**src/rtl/restrict_mode_guard.sv**
```systemverilog
// -----------------------------------------------------------------------------
// restrict_mode_guard
//
// Operating-mode monitor and request gate. A request condition on any channel
// is only passed through while the block is ARMED and the current operating
// mode is legal (debug_mode high when REQUIRE_DEBUG=1, test_mode low).
// Illegal-mode samples are counted. Each one escalates the FSM to VIOLATION.
// Reaching LOCK_THRESH cumulative violations forces a sticky LOCKED state
// that only reset leaves.
//
// Ports:
//   clk            rising-edge clock
//   reset_n        asynchronous active-low reset
//   debug_mode     debug mode indication
//   test_mode      test mode indication
//   restrict_cond  [NUM_CH] per-channel request conditions
//   clr_violation  acknowledge pulse that returns VIOLATION to ARMED
//   restrict_out   [NUM_CH] registered gated requests
//   violation      registered flag, high in VIOLATION or LOCKED
//   viol_count     [CNT_W] saturating cumulative violation count
//   state          [2] current FSM state (SETTLE=0 ARMED=1 VIOLATION=2 LOCKED=3)
// -----------------------------------------------------------------------------
module restrict_mode_guard #(
  parameter int NUM_CH        = 4,
  parameter int CNT_W         = 4,
  parameter int ARM_DELAY     = 2,
  parameter int LOCK_THRESH   = 3,
  parameter bit REQUIRE_DEBUG = 1'b1
) (
  input  logic              clk,
  input  logic              reset_n,
  input  logic              debug_mode,
  input  logic              test_mode,
  input  logic [NUM_CH-1:0] restrict_cond,
  input  logic              clr_violation,
  output logic [NUM_CH-1:0] restrict_out,
  output logic              violation,
  output logic [CNT_W-1:0]  viol_count,
  output logic [1:0]        state
);

  typedef enum logic [1:0] {
    SETTLE    = 2'd0,
    ARMED     = 2'd1,
    VIOLATION = 2'd2,
    LOCKED    = 2'd3
  } state_t;

  // ARM_DELAY of 0 and 1 both arm on the first edge after reset release.
  localparam logic [7:0]       ARM_LAST = (ARM_DELAY > 0) ? 8'(ARM_DELAY - 1) : 8'd0;
  localparam logic [CNT_W-1:0] LOCK_LVL = CNT_W'(LOCK_THRESH);
  localparam logic [CNT_W-1:0] CNT_MAX  = '1;
  localparam logic [CNT_W-1:0] CNT_ONE  = CNT_W'(1);

  state_t              state_q, state_d;
  logic [7:0]          settle_q, settle_d;
  logic [CNT_W-1:0]    count_q, count_d, count_inc;
  logic [NUM_CH-1:0]   restrict_d;
  logic                violation_d;
  logic                bad;

  assign bad       = (REQUIRE_DEBUG && !debug_mode) || test_mode;
  assign count_inc = (count_q == CNT_MAX) ? count_q : count_q + CNT_ONE;

  // NOTE: every variable gets a default before the case so no path leaves it
  // unassigned; otherwise synthesis infers a latch.
  always_comb begin
    state_d  = state_q;
    settle_d = settle_q;
    count_d  = count_q;
    unique case (state_q)
      SETTLE: begin
        settle_d = settle_q + 8'd1;
        if (settle_q == ARM_LAST) state_d = ARMED;
      end
      ARMED: begin
        if (bad) begin
          count_d = count_inc;
          state_d = (count_inc >= LOCK_LVL) ? LOCKED : VIOLATION;
        end
      end
      VIOLATION: begin
        // A fresh illegal sample outranks the acknowledge.
        if (bad) begin
          count_d = count_inc;
          if (count_inc >= LOCK_LVL) state_d = LOCKED;
        end else if (clr_violation) begin
          state_d = ARMED;
        end
      end
      LOCKED: begin
        // Absorbing: counter frozen, only reset leaves.
      end
      default: state_d = SETTLE;
    endcase

    restrict_d  = restrict_cond & {NUM_CH{!bad && (state_d == ARMED)}};
    violation_d = (state_d == VIOLATION) || (state_d == LOCKED);
  end

  // NOTE: sequential state uses non-blocking assignments so every register
  // samples pre-edge values regardless of statement order.
  always_ff @(posedge clk or negedge reset_n) begin
    if (!reset_n) begin
      state_q      <= SETTLE;
      settle_q     <= 8'd0;
      count_q      <= '0;
      restrict_out <= '0;
      violation    <= 1'b0;
    end else begin
      state_q      <= state_d;
      settle_q     <= settle_d;
      count_q      <= count_d;
      restrict_out <= restrict_d;
      violation    <= violation_d;
    end
  end

  assign viol_count = count_q;
  assign state      = state_q;

  // Operating-mode restriction and structural invariants.
  restrict property (@(posedge clk) disable iff (!reset_n) !bad);

  locked_sticky: assert property (@(posedge clk) disable iff (!reset_n)
    state_q == LOCKED |=> state_q == LOCKED);

  count_monotonic: assert property (@(posedge clk) disable iff (!reset_n)
    1'b1 |=> count_q >= $past(count_q));

endmodule

```
**config.mk**
```make
export PLATFORM = sky130hd
export DESIGN_NAME = restrict_mode_guard
export DESIGN_NICKNAME = d
export VERILOG_FILES = /design/src/rtl/restrict_mode_guard.sv
export SDC_FILE = /design/constraint.sdc
export NUM_CORES = 1
export LEC_CHECK = 0
export ABC_AREA = 0
export BUFFER_PORTS_ARGS = -buffer_cell sky130_fd_sc_hd__buf_4
export CAP_MARGIN = 40
export CORE_ASPECT_RATIO = 0.7
export CORE_MARGIN = 2
export CORE_UTILIZATION = 45
export DETAILED_ROUTE_END_ITERATION = 7
export GPL_TIMING_DRIVEN = 0
export HOLD_SLACK_MARGIN = 0.08
export PLACE_DENSITY_LB_ADDON = 0.12
export SYNTH_ARGS = -nofsm -noshare
export SYNTH_HDL_FRONTEND = slang
export SYNTH_SLANG_ARGS = --single-unit
```
**constraint.sdc**
```tcl
create_clock -name clk -period 2.4 [get_ports clk]
set_input_delay 0.12 -clock clk [delete_from_list [all_inputs] [get_ports clk]]
set_output_delay 0.12 -clock clk [all_outputs]
set_load 0.005 [all_outputs]
```
==> reports/metrics.cfg <==
[status]
status = finished clean

[placed_design]
dp.cells = 147
post-dp-hpwl_mm = 1.407
io_buffers = 19
gp_congestion = 0.8679

[synth]
synth_area_leader_cell = dfrtp_1
yosys-top-cells-area = dfrtp_1, ha_1, xnor2_1, inv_1, a211oi_1
synth_cell_type_count = 31
synth_top_area_share_pct = 45.06
synthTopCellsByCount = dfrtp_1, inv_1, ha_1, nor2_1
synth_nets = 112
yosysMostFrequentCell = dfrtp_1
synth.avg_cell_area_sq_um = 10.41
syn_inst = 96
synth_area_sq_um = 999.7
synthFlopType = dfrtp_1
ys_async_sr_fraction_pct = 100.0
yosysSeqAreaShare_pct = 45.06
synth_warnings = 0
yosys_register_bits = 18
synth-edff-count = 0

[cells_and_area]
post-route-util_pct = 59.86
antenna_cells_inserted = 0
fin_cells = 156
multi_input_area_sq_um = 504.2
fin_nets = 141
area_growth_pct = 26.91
seqCellArea_sq_um = 450.4
drive_above_1_share_pct = 24.19
fillers = 190

[clock_tree]
cts.htree.levels = 1
post_cts_buffers = 0
ctsResizeCount = 0
clkLatencyLatePin_ns = 0.29
cts.path.max_buffers = 2
numCtsBuffers = 3
clkTransAtPathRegs_ns = 0.11
clockRootBuffer = clkbuf_4
cts_tree = done
cts_num_sinks = 18

[critical_path]
r2r_cells = 7
cp-end-kind = register
critical_path_class = register to register
r2r_slack_ns = 0.47
reg2reg_to = restrict_out[0]
worstPathMaxFanout = 8
crit_chain = inv_1 -> ha_1 -> clkbuf_1 -> inv_1 -> a31o_2 -> a21oi_1 -> a211oi_1
critPathArrivalTime_ns = 2.09
required_ns = 2.56
crit_path_end = restrict_out[0]
crit_slowest_cell = dfrtp_1
path_common_cell = inv_1
startpoint_type = register
critPathMaxStageDelay_ns = 0.45
startpoint = state[1]
worst_r2r_startpoint = state[1]

[die]
num_rows = 14
fp.dieH_um = 43.44
dieArea_sq_um = 2621
fp.dieW_um = 60.34
io_pins = 20
coreArea_sq_um = 2120
initial_core_util_pct = 47.17

[hold_path]
worstHoldPathType = primary input to asynchronous set/reset pin

[pwr]
powerDensity_nw_per_um2 = 1208
ir_drop_v = 0.0005367
leakage_uw = 0.0005971
total_power_uw = 1533

[grt]
grt_pass1_vias = 731
met2_usage_pct = 24.57
use_met3_pct = 5.373
grt_pass1_wl_mm = 3.291
grt_max_degree = 19
track_usage_pct = 16.85
grt-busiest-layer = met2
grt_antenna_before_repair = 0
grt_use_met1_pct = 24.39
overflow = 0

[sta]
slew_viol_final = 0
finalCritPeriodShare_pct = 80.24
setup_tns_ns = 0
finalHoldViolCount = 0
rsz0062_at_grt = no
fmax_mhz = 519.3
whs_ns = 0.2162
clock_skew_ns = 0.008758
relSlewSlack_pct = 72.14
setup_violations = 0
tightest_slew_ns = 0.4074
period_needed_ns = 1.926

[detailed_routing]
drt-vias-per-instance = 5.141
firstDrtPassIters = 4
ant_nets = 0
wl_per_cell_um = 12.16
drt_iter0_markers = 13
drc = 0
vias = 802
routed_wl_mm = 1.897

[run]
maxCapViolCount = 0

final cells by class:
| class | count | area share, % |
|---|---|---|
| Multi-Input combinational cell | 67 | 39.74 |
| Timing Repair Buffer | 24 | 15.19 |
| Clock buffer | 4 | 2.860 |
| Tap cell | 32 | 3.156 |
| Inverter | 9 | 2.663 |
| Buffer | 2 | 0.8876 |
| Sequential cell | 18 | 35.50 |
worst min-delay path by stage:
| stage | from | endpoint | slack, ns | cells after the start |
|---|---|---|---|---|
| final | reset_n | settle_q[1] | 0.22 | 2 |
| after CTS | reset_n | settle_q[3] | 0.21 | 2 |
| after global routing | reset_n | settle_q[3] | 0.22 | 2 |
| after detailed placement | reset_n | settle_q[7] | 0.004 | 1 |
| after floorplan | reset_n | restrict_out[0] | -0.18 | 0 |
| after global placement | reset_n | settle_q[7] | 0.003 | 1 |
stage by stage:
step	area, sq um	worst slack (ns)
2_1_floorplan	999.7	0.6802
3_3_place_gp	1182	0.5252
3_5_place_dp	1182	0.5022
4_1_cts	1269	0.4753
5_1_grt	1269	0.3063
6_report	1269	0.4742
critical path, delay by kind of cell (launching register included):
kind                       cells  cell delay [ns]
buffers and inverters          3             0.55
DFF                            1             0.45
AOI/OAI and AO/OA              3             0.64
adders and majority gates      1             0.15
where the power goes:
group          leakage [uW]  total, uW  internal, uW  switching, uW
logic              0.000351        781           406            375
registers          0.000225        566           419            146
clock network     0.0000210        186          92.4           93.4
total              0.000597       1530           918            615
state kept, by name, summed over array words and instances, names as in the netlist:
| register | flops |
|---|---|
| restrict_out | 4 |
| state | 2 |
| viol_count | 4 |
| settle_q | 8 |
layout by cell type, fill, tap and decap left out, drive strengths merged, types with 5 or more instances in the layout:
cell type	n
nand3	5
ha	7
dlygate4sd3	5
inv	9
dfrtp	18
buf	20
nor2	7
xnor2	5
clkbuf	5
what timing repair did:
action                                  in CTS  in global routing
endpoints found under the setup margin       0                  0
hold endpoints to repair                    22                  0
hold buffers                                 5                  0
metal layers:
metal / vias up / share of wire, %
met1: 381 / 52
met4: 0 / 0.69
met5: - / 0
met3: 2 / 5.5
li1: 396 / -
met2: 23 / 42
cells by family (layout without fill, tap and decap cells):
group	Yosys count	count (layout)	share of synthesized area, %
AO/OA/AOI/OAI	20	20	16.15
XOR/XNOR	8	8	7.009
multiplexers	2	2	2.128
flip-flops	18	18	45.06
buffers and inverters	11	39	4.505
AND/OR/NAND/NOR	30	30	16.39
adder cells (fa/ha/maj)	7	7	8.761
No activity file was read; power rests on OpenSTA's default activity.
